===== src/rtl/noc_pkg.sv =====
// Shared NoC types: flit encoding, router sizing defaults and allocator state.
package noc_pkg;

  typedef enum logic [1:0] {
    TYPE_NONE = 2'd0,
    TYPE_HEAD = 2'd1,
    TYPE_DATA = 2'd2,
    TYPE_TAIL = 2'd3
  } flit_type_t;

  localparam int PORT_N         = 5;
  localparam int CREDIT_MAX_DEF = 4;

  typedef enum logic {
    ALLOC_IDLE   = 1'b0,
    ALLOC_LOCKED = 1'b1
  } alloc_state_t;

endpackage


===== src/rtl/rr_pick.sv =====
// Combinational round-robin picker: first set request strictly after ptr, wrapping.
module rr_pick #(
  parameter int N = 5,
  parameter int W = (N > 1) ? $clog2(N) : 1
) (
  input  logic [N-1:0] req,
  input  logic [W-1:0] ptr,
  output logic [N-1:0] grant,
  output logic [W-1:0] idx
);

  always_comb begin
    logic found;
    int   j;
    grant = '0;
    idx   = '0;
    found = 1'b0;
    j     = 0;
    for (int k = 1; k <= N; k++) begin
      j = (int'(ptr) + k) % N;
      if (!found && req[j]) begin
        found    = 1'b1;
        grant[j] = 1'b1;
        idx      = W'(j);
      end
    end
  end

endmodule


===== src/rtl/noc_outport_alloc.sv =====
// Output-port allocator: round-robin on head flits, packet lock until tail,
// downstream credit tracking and sticky protocol error.
//
// state        | meaning
// ALLOC_IDLE   | port free; heads compete round-robin from rr+1
// ALLOC_LOCKED | port owned by owner_q until its tail flit fires
module noc_outport_alloc #(
  parameter int PORT_N     = noc_pkg::PORT_N,
  parameter int CREDIT_MAX = noc_pkg::CREDIT_MAX_DEF,
  parameter int CW         = $clog2(CREDIT_MAX + 1),
  parameter int SW         = $clog2(PORT_N)
) (
  input  logic                   clk,
  input  logic                   rst,
  input  logic [PORT_N-1:0]      req_i,
  input  logic [PORT_N-1:0][1:0] ftype_i,
  input  logic                   credit_ret_i,
  output logic [PORT_N-1:0]      grant_o,
  output logic                   fire_o,
  output logic [SW-1:0]          sel_o,
  output logic [CW-1:0]          credit_o,
  output logic                   busy_o,
  output logic                   err_o
);

  import noc_pkg::*;

  alloc_state_t      state_q, state_d;
  logic [SW-1:0]     owner_q, owner_d;
  logic [SW-1:0]     rr_q, rr_d;
  logic [CW-1:0]     credit_q;
  logic              err_q;

  logic [PORT_N-1:0] eff, cand, pick_gnt, owner_onehot;
  logic [SW-1:0]     pick_idx;
  logic              has_credit, credit_full;
  flit_type_t        owner_type;
  logic              err_set;

  always_comb begin
    eff  = '0;
    cand = '0;
    for (int i = 0; i < PORT_N; i++) begin
      eff[i]  = req_i[i] && (flit_type_t'(ftype_i[i]) != TYPE_NONE);
      cand[i] = eff[i] && (flit_type_t'(ftype_i[i]) == TYPE_HEAD);
    end
  end

  rr_pick #(.N(PORT_N), .W(SW)) u_rr_pick (
    .req   (cand),
    .ptr   (rr_q),
    .grant (pick_gnt),
    .idx   (pick_idx)
  );

  assign has_credit   = (credit_q != '0);
  assign credit_full  = (credit_q == CW'(CREDIT_MAX));
  assign owner_type   = flit_type_t'(ftype_i[owner_q]);
  assign owner_onehot = {{(PORT_N-1){1'b0}}, 1'b1} << owner_q;

  always_ff @(posedge clk) begin
    if (rst) begin
      state_q <= ALLOC_IDLE;
      owner_q <= '0;
      rr_q    <= SW'(PORT_N - 1);
    end else begin
      state_q <= state_d;
      owner_q <= owner_d;
      rr_q    <= rr_d;
    end
  end

  always_comb begin
    state_d = state_q;
    owner_d = owner_q;
    rr_d    = rr_q;
    case (state_q)
      ALLOC_IDLE: begin
        if (fire_o) begin
          owner_d = pick_idx;
          state_d = ALLOC_LOCKED;
        end
      end
      ALLOC_LOCKED: begin
        if (fire_o && owner_type == TYPE_TAIL) begin
          state_d = ALLOC_IDLE;
          rr_d    = owner_q;
        end
      end
      default: state_d = ALLOC_IDLE;
    endcase
  end

  // sel_o follows the winner during the IDLE grant so the crossbar switches with the head
  always_comb begin
    grant_o = '0;
    sel_o   = owner_q;
    case (state_q)
      ALLOC_IDLE: begin
        if (has_credit && (|cand)) begin
          grant_o = pick_gnt;
          sel_o   = pick_idx;
        end
      end
      ALLOC_LOCKED: begin
        if (req_i[owner_q] && has_credit) grant_o = owner_onehot;
      end
      default: grant_o = '0;
    endcase
  end

  assign fire_o   = |grant_o;
  assign busy_o   = (state_q == ALLOC_LOCKED);
  assign credit_o = credit_q;
  assign err_o    = err_q;

  always_comb begin
    err_set = 1'b0;
    if (state_q == ALLOC_IDLE && (|(eff & ~cand))) err_set = 1'b1;
    if (state_q == ALLOC_LOCKED && req_i[owner_q] && owner_type == TYPE_HEAD) err_set = 1'b1;
    if (credit_ret_i && !fire_o && credit_full) err_set = 1'b1;
  end

  always_ff @(posedge clk) begin
    if (rst) begin
      credit_q <= CW'(CREDIT_MAX);
      err_q    <= 1'b0;
    end else begin
      case ({fire_o, credit_ret_i})
        2'b10:   credit_q <= credit_q - 1'b1;
        2'b01:   if (!credit_full) credit_q <= credit_q + 1'b1;
        default: credit_q <= credit_q;
      endcase
      if (err_set) err_q <= 1'b1;
    end
  end

endmodule

===== config.mk =====
export PLATFORM = sky130hd
export DESIGN_NAME = noc_outport_alloc
export DESIGN_NICKNAME = d
export VERILOG_FILES = /design/src/rtl/noc_pkg.sv /design/src/rtl/rr_pick.sv /design/src/rtl/noc_outport_alloc.sv
export SDC_FILE = /design/constraint.sdc
export NUM_CORES = 1
export LEC_CHECK = 0
export CORE_MARGIN = 4
export CORE_UTILIZATION = 45
export DETAILED_ROUTE_END_ITERATION = 16
export RECOVER_POWER = 50
export SYNTH_ARGS = -nofsm -noshare
export SYNTH_HDL_FRONTEND = slang
export SYNTH_HIERARCHICAL = 1
export SYNTH_SLANG_ARGS = --single-unit

===== constraint.sdc =====
create_clock -name clk -period 10.1 [get_ports clk]
set_input_delay 2.02 -clock clk [delete_from_list [all_inputs] [get_ports clk]]
set_output_delay 2.02 -clock clk [all_outputs]
set_load 0.1 [all_outputs]

==> flow_summary.toml, run 1 <==
[synth]
synth-seq-cells = 11
yosys-top-cells-area = "ha_1 11%, dfxtp_1 6.0%, nand2_1 4.6%"
syn_nets = 528
synth-seq-area-share_pct = 6.01
synth-edff-count = 0
netlist.area_leader.share_pct = 11.3
synth_top_flop_cell = "dfxtp_1"
syn-cell-area_um2 = 3660
postSynth.asyncResetShare_pct = 0
yosys_warnings = 6
ys_types = 100
yosys-top-cells-count = "45 x nand2_1, 44 x nor2_1, 33 x ha_1"
yosys.area.top_type = "ha_1"
synth_area_per_cell_um2 = 7.69
syn_inst = 476
synth_most_common_cell = "nand2_1"

[power_and_ir_drop]
ir_drop_mv = 0.134
power.leakage_nw = 1.61
power.density_nw_per_um2 = 65.4

[clock_tree]
cts_resized = 0
clockBufferDepth = 2
cts_buffers = 3
htreeDepth = 1
hold_buffers = 0
cts_sinks = 11
cts_setup_buffers = 0
clk_pin_slew_ns = 0.05
cts_root_buffer = "clkbuf_8"
clock_latency_ns = 0.23
cts_tree = "built"

[worst_hold_path]
hold_path_startpoint = "credit_o[2]"
hold_end = "err_o"
worstHoldPathCells = 2
hp-class = "reg -> reg"

[die]
floorplan.core_area_um2 = 7810
die_x_um = 98.2
rows = 32
io_pins = 32
dieHeight_um = 98.2
dieArea_um2 = 9650
start_util_pct = 46.9

[cells_and_area]
stdcell_count = 594
n_antenna_cell = 0
drive_gt1_share_pct = 13.2
fin_nets = 545
fillCellCount = 767
syn_to_final_growth_pct = 9.09
ff_latch_area_um2 = 220
multi_input_area_um2 = 3160

[critical_path]
rr_startpoint = "rr_q[0]"
endpoint_kind = "output port"
cp_max_fo = 43
cp.required_ns = 8.08
critPathLaunchType = "register"
crit_type = "reg -> out"
cp_slowest_stage_delay_ns = 0.53
arrival_ns = 6.87
reg2reg_to = "credit_o[2]"
path_cells = "buf_4 -> inv_2 -> ha_1 -> xnor2_1 -> inv_1 -> ha_1 -> nor2_1 -> a21oi_1 -> xnor2_1 -> ha_1 -> nand2b_1 -> o22ai_1 -> a211o_2 -> mux2i_2 -> a21oi_1 -> o22ai_4 -> nand4b_2 -> or3b_4 -> o311ai_0 -> nor3_1 -> nand2_1 -> a21oi_4 -> inv_1 -> buf_4"
cpMostUsedCell = "ha_1"
reg2reg_depth = 28
regToRegSetupSlack_ns = 2.71
crit_slowest_cell = "o311ai_0"

[placed_design]
globalplace.congestion = 0.962
dpl.hpwl_um = 8300
dp.cells = 590
port_buffers = 31

[routing]
post-route-drc-count = 0
via_per_inst = 6.30
drt_first_iter_violations = 290
wl_um = 10600
num_vias = 3742
drt_first_pass_iters = 4
antenna_left = 0
wl_per_cell_um = 17.8

[timing]
skew_ns = 0.00547
timing.setup.tns_ns = 0
period_share_pct = 88.1
period_needed_ns = 8.89
rsz0062_at_grt = "no"
setup_violations = 0
tightest_slew_ns = 0.983
slew_viol_final = 0
hold_viol_final = 0
fmax_mhz = 112
maxSlewHeadroom_pct = 34.3

[flow_run]
drv_cap = 0

[global_routing]
grt_use_total_pct = 20.8
grt_pass1_vias = 3535
antenna_found_initial = 0
grt_pass1_wl_um = 17100
grt_max_degree = 44
overflow = 0

[outcome]
status = "completed"
-- power breakdown --
part,total (mW),internal [mW],switching [mW]
registers,0.0583,0.0490,0.00931
clock network,0.0440,0.0277,0.0163
logic,0.159,0.0494,0.110
total,0.261,0.126,0.135
-- critical path, delay by kind of cell, from the launching register on --
family	cells	cell delay [ns]
AO/OA/AOI/OAI	7	1.65
XOR/XNOR	2	0.83
adder cells (fa/ha/maj)	3	1.05
buffers and inverters	5	1.22
flip-flops	1	0.30
multiplexers	1	0.22
AND/OR/NAND/NOR	6	1.33
-- sequential cells by signal, indices dropped and copies added, names as in the netlist --
signal    cells
credit_o      3
err_o         1
owner_q       3
busy_o        1
rr_q          3
-- through the flow --
| step | utilization, % | hold slack (ns) | setup slack (ns) | cell area (µm²) | total power [mW] |
|---|---|---|---|---|---|
| 3_5_place_dp | 50.7 | 0.554 | 1.96 | 3960 | 0.220 |
| 2_1_floorplan | - | 0.526 | 2.12 | 3660 | 0.182 |
| 5_1_grt | 51.2 | 0.601 | 0.659 | 4000 | 0.277 |
| 4_1_cts | 51.3 | 0.566 | 1.69 | 4010 | 0.265 |
| 6_report | 51.2 | 0.554 | 1.21 | 4000 | 0.261 |
| 3_3_place_gp | 50.7 | 0.541 | 2.09 | 3960 | 0.219 |
-- cells in the final DEF, fill, tap and decap left out, types with 6 or more instances in the layout --
cell type and count:
dlygate4sd3_1 6, mux2i_1 16, inv_1 28, a211o_1 6, nand3_1 11, nor2_1 44, o211ai_1 7, nand4_1 7
ha_1 33, a22oi_1 6, o21ai_0 15, clkdlybuf4s50_1 16, xnor2_1 16, a21oi_1 25, nand2_1 45, mux2_2 8
buf_4 13, and3b_1 6, nor2b_1 9, o21a_1 7, dfxtp_1 11, nor3_1 10
-- logic make-up after synthesis --
kind of cell,count (synthesis),share of synthesized area (%)
AO/OA/AOI/OAI,147,32.7
XOR/XNOR,18,5.02
adder cells (fa/ha/maj),34,11.8
buffers and inverters,56,7.38
flip-flops,11,6.01
multiplexers,31,10.2
AND/OR/NAND/NOR,179,26.9
-- layer usage --
metal  GRT usage, %  share of wire, %  vias up
li1               -                 -     1843
met1           27.3                46     1772
met2           36.5                47      111
met3           1.57               4.4       16
met4           5.67               2.0        0
met5              0                 0        -
-- worst max-delay path by stage --
stage	start	endpoint	slack, ns	depth (start not counted)
after floorplan	rr_q[1]	grant_o[4]	2.12	22
after global placement	rr_q[0]	fire_o	2.09	22
after detailed placement	rr_q[0]	fire_o	1.96	24
after CTS	rr_q[0]	fire_o	1.69	24
after global routing	rr_q[1]	fire_o	0.66	23
final	rr_q[0]	fire_o	1.21	24
-- cell type report --
| class | instances | share of cell area, % |
|---|---|---|
| multi-input combinational | 409 | 79.1 |
| clock buffer | 4 | 1.13 |
| inverter | 33 | 3.10 |
| sequential | 11 | 5.51 |
| tap | 102 | 3.19 |
| timing repair buffer | 35 | 7.95 |
No activity file was read; power rests on OpenSTA's default activity.
==> inputs of run 2 (changes only) <==
- CTS_CLUSTER_SIZE: unset -> 40
==> results of run 2 <==
No change in the layout: final DEF, timing and power equal those of run 1.
==> patch 1: new RTL, settings of run 2 <==
Reset style: asynchronous (`rst`), changed in 2 clocked blocks.
--- a/src/rtl/noc_outport_alloc.sv
+++ b/src/rtl/noc_outport_alloc.sv
@@ -60,3 +60,3 @@
 
-  always_ff @(posedge clk) begin
+  always_ff @(posedge clk or posedge rst) begin
     if (rst) begin
@@ -123,3 +123,3 @@
 
-  always_ff @(posedge clk) begin
+  always_ff @(posedge clk or posedge rst) begin
     if (rst) begin
Function: differs if rst is asserted again (counterexample within 4 cycles, from zero or initial values and one cycle with rst high); with rst held inactive, the same outputs for 4 cycles.
==> patch 1 against run 2 <==
Via count is 0.80% lower; clock skew is 0.0043 ns lower; area after synthesis is 3.5% higher; sequential cell count stayed put; cell area is 3.7% higher; synthesized cell count stayed put; worst hold slack worse by 0.072 ns; non-clock buffer count is 1 higher; die area is 3.2% higher; setup slack worse by 0.043 ns; routed wire length is 1.7% lower.
Power is left out: the tool's default activity adds up to more than one toggle a clock period on the data nets, which glitch-free logic cannot reach.
==> patch 1: results (changes against run 2) <==
Synthesis
  • Synth area leaders: ha_1 11%, dfrtp_1 5.9%, mux2_2 3.9% (was ha_1 11%, dfxtp_1 6.0%, nand2_1 4.6%)
  • Unique masters post-synth: 105 (was 100)
  • Post-synth ARST share: 100.0% (was 0%)
  • Post-synthesis area per instance: 7.959 um^2 (was 7.694 um^2)
  • Post-synth top cells: 37 x nand2_1, 37 x nor2_1, 33 x ha_1, 33 x inv_1, 24 x a21oi_1 (was 45 x nand2_1, 44 x nor2_1, 33 x ha_1)
  • Seq/Total Area, Yosys: 7.332% (was 6.013%)
  • Primary FF master, synth: dfrtp_1 (was dfxtp_1)

Clock network
  • Reg clk slew, reported paths: 0.05 ns (about the same)

Global routing
  • Vias in the first global route: 3630 (was 3535)
  • First-pass GRT wire length: 17.52 mm (was 17.08 mm)
  • Global-route track usage on met1: 26.75% (was 27.29%)
  • Met2 usage: 37.61% (was 36.54%)
  • Met3 Use GR: 1.332% (was 1.571%)
  • GRT Resource Usage Total: 20.93% (was 20.78%)
  • Largest net degree at the start of global routing: 42 (was 44)

Setup path
  • Crit path largest cell delay: 0.55 ns (was 0.53 ns)
  • Worst setup path start: rr_q[0]$_DFFE_PP0P_ (was rr_q[0]$_SDFFE_PP0P_)
  • CP Capture Point: fire_o (unchanged)
  • Critical path depth in cells: 23 (was 24)
  • Critical Path AT: 6.92 ns (was 6.87 ns)
  • Max FO, Critical Path: 41 (was 43)
  • Reg-to-reg slack, setup: 2.73 ns (was 2.71 ns)
  • R2R depth: 26 (was 28)
  • Reg-to-Reg End: credit_o[2]$_DFFE_PP1P_ (was credit_o[2]$_SDFFE_PP1P_)
  • Slowest-stage cell, CP: ha_1 (was o311ai_0)

Layout
  • Number of antenna diodes: 0 (unchanged)
  • Share of layout cells above drive strength 1: 17.00% (was 13.21%)
  • NumNets Final: 547 (was 545)

Detailed routing
  • Wire length on met2: 5.112 mm (was 5.011 mm)
  • DRT Wirelength: 10.40 mm (was 10.58 mm)
  • Initial DRT Pass Iterations: 5 (was 4)
  • Max Used Layer: met4 (unchanged)
  • Via count: 3712 (was 3742)
  • WL met3: 315 um (was 468 um)
  • M1 WL: 4.700 mm (was 4.881 mm)
  • Starting DRT DRC Count: 232 (was 290)

STA
  • Post-Route Skew: 0.001139 ns (was 0.005466 ns)
  • Worst slew margin: 34.67% (was 34.28%)
  • Crit path time final: 8.937 ns (was 8.894 ns)
  • Hold slack: 0.4815 ns (was 0.5537 ns)

Place
  • Dpl ws: 1.662 ns (was 1.962 ns)
  • Placed Area: 4099 um^2 (was 3961 um^2)
  • Global placement routability congestion: 0.8732 (was 0.9624)
  • DP HPWL: 8.498 mm (was 8.300 mm)

Hold path
  • Hold Path End: err_o$_DFFE_PP0P_ (was err_o$_SDFFE_PP0P_)
  • Hold path startpoint: err_o$_DFFE_PP0P_ (was credit_o[2]$_SDFFE_PP1P_)

Outcome
  • Status: completed (unchanged)
==> patch 1: cell types whose count changed after synthesis, sizes merged, moves of 4 or more <==
cell,delta
nand3b,+4
dfrtp,+9
mux2i,-4
clkbuf,-4
nand2,-7
dfxtp,-11
mux2,+6
inv,+6
nor2,-7
==> patch 1: cell families (layout without fill, tap and decap cells) <==
| kind of cell | count (synthesis) | count (layout) | share of synthesized area [%] |
|---|---|---|---|
| xor+xnor | 18 | 18 | 4.855 |
| compound gates | 151 | 151 | 32.56 |
| buf+inv | 61 | 79 | 8.124 |
| simple gates | 169 | 169 | 25.63 |
| flops | 11 | 11 | 7.332 |
| fa+ha+maj | 34 | 34 | 11.43 |
| mux | 32 | 32 | 10.07 |
==> patch 1: area by class of cell <==
cell class                 count  area [um^2]
fill                         793         4073
multi-input combinational    404         3203
timing repair buffer          36        340.3
sequential                    11        277.8
inverter                      39        146.4
tap                          105        131.4
clock buffer                   4        45.04
==> patch 2: new RTL, config.mk and constraints of run 2 <==
Without the edit above. `PORT_N`: 5 -> 4.
--- a/src/rtl/noc_pkg.sv
+++ b/src/rtl/noc_pkg.sv
@@ -10,3 +10,3 @@
 
-  localparam int PORT_N         = 5;
+  localparam int PORT_N         = 4;
   localparam int CREDIT_MAX_DEF = 4;
Interface: changed (resized ftype_i, grant_o, req_i and sel_o); port bits go from 32 to 27. The function was not compared with the original's and may differ.
==> patch 2 against run 2 <==
Area after synthesis down 67%; sequential cell count fell by 2; routed wire length down 73%; count of clock-buffer cells in the layout stayed put; cell count decreased by 68%; register-to-register slack improved by 3.0 ns; clock power down 37%; sequential share of layout area rose by 6.9 points; cell area decreased by 64%; total power down 21%; setup slack improved by 0.79 ns; highest routed layer unchanged; synthesized cell count is 72% lower.
==> patch 2: results (changes against run 2) <==
Outcome
  • Status: completed (unchanged)

Clock network
  • # clock sinks: 9 (was 11)
  • Clock latency on the worst-skew pair: 0.26 ns (was 0.23 ns)
  • Root Buffer: clkbuf_4 (was clkbuf_8)

Synthesis
  • Compound-Gate Fraction of Synth Area: 24.77% (was 32.70%)
  • Post-synth top cells: 19 x nand2_1, 9 x dfxtp_1, 9 x nor2_1 (was 45 x nand2_1, 44 x nor2_1, 33 x ha_1)
  • Mux cell area share after synthesis: 18.52% (was 10.18%)
  • Synthesized cell area: 1202 um^2 (was 3662 um^2)
  • Post-synthesis xor/xnor area fraction: 0.7284% (was 5.022%)
  • Synth area leaders: dfxtp_1 15%, ha_1 8.3%, nand2_1 5.9% (was ha_1 11%, dfxtp_1 6.0%, nand2_1 4.6%)
  • Syn Nets: 158 (was 528)
  • Post-synthesis area per instance: 8.973 um^2 (was 7.694 um^2)
  • Synth Area in Adders: 9.990% (was 11.82%)

Pwr
  • Seq pwr share: 24.2% (was 22.3%)
  • Psw: 0.1092 mW (was 0.1352 mW)
  • Seq pwr: 0.0499 mW (was 0.0583 mW)
  • Leak: 0.6340 nW (was 1.612 nW)

Place
  • Placed Area: 1449 um^2 (was 3961 um^2)
  • DP HPWL: 2.286 mm (was 8.300 mm)
  • Global placement routability congestion: 0.7904 (was 0.9624)
  • Dpl ws: 2.373 ns (was 1.962 ns)

Layout
  • Share of layout cells above drive strength 1: 10.69% (was 13.21%)
  • Data buffer area share: 17.92% (was 7.955%)
  • Final instance area: 1453 um^2 (was 3995 um^2)
  • Multi-input logic portion of the cell area: 63.22% (was 79.11%)
  • Non-clk bufs: 26 (was 35)
  • Register area: 180.2 um^2 (was 220.2 um^2)
  • Clock network area share: 1.809% (was 1.127%)
  • Fillers: 240 (was 767)

Setup path
  • R2R depth: 14 (was 28)
  • Critical Path AT: 6.08 ns (was 6.87 ns)
  • Reg-to-reg slack, setup: 5.69 ns (was 2.71 ns)
  • Crit path max-delay family: buffers and inverters (was compound AO/OA/AOI/OAI gates)
  • Slowest-stage cell, CP: clkdlybuf4s50_1 (was o311ai_0)
  • Worst setup path start: req_i[3] (was rr_q[0]$_SDFFE_PP0P_)

STA
  • Worst slew margin: 34.45% (was 34.28%)
  • Crit path time final: 8.102 ns (was 8.894 ns)

Global routing
  • Vias in the first global route: 1037 (was 3535)
  • First-pass GRT wire length: 4.705 mm (was 17.08 mm)
  • Largest net degree at the start of global routing: 19 (was 44)

Detailed routing
  • Average vias per placed instance: 5.995 (was 6.300)
## patch 2: layer usage
metal  wire (um)  vias to the layer above  global-route usage (%)
li1            -                      559                       -
met1        1377                      531                   23.75
met2        1294                       38                   26.23
met3         170                        5                   2.808
met4          41                        0                   5.063
met5           0                        -                       0
## patch 2: worst min-delay path by stage
stage | slack [ns] | start | cells past startpoint | endpoint
4_1_cts | 0.56 | err_o$_SDFFE_PP0P_ | 2 | err_o$_SDFFE_PP0P_
3_3_place_gp | 0.54 | credit_o[1]$_SDFFE_PP0P_ | 2 | credit_o[1]$_SDFFE_PP0P_
2_1_floorplan | 0.56 | owner_q[1]$_SDFFE_PP0P_ | 2 | owner_q[1]$_SDFFE_PP0P_
6_report | 0.55 | err_o$_SDFFE_PP0P_ | 2 | err_o$_SDFFE_PP0P_
5_1_grt | 0.61 | err_o$_SDFFE_PP0P_ | 2 | err_o$_SDFFE_PP0P_
3_5_place_dp | 0.55 | err_o$_SDFFE_PP0P_ | 2 | err_o$_SDFFE_PP0P_
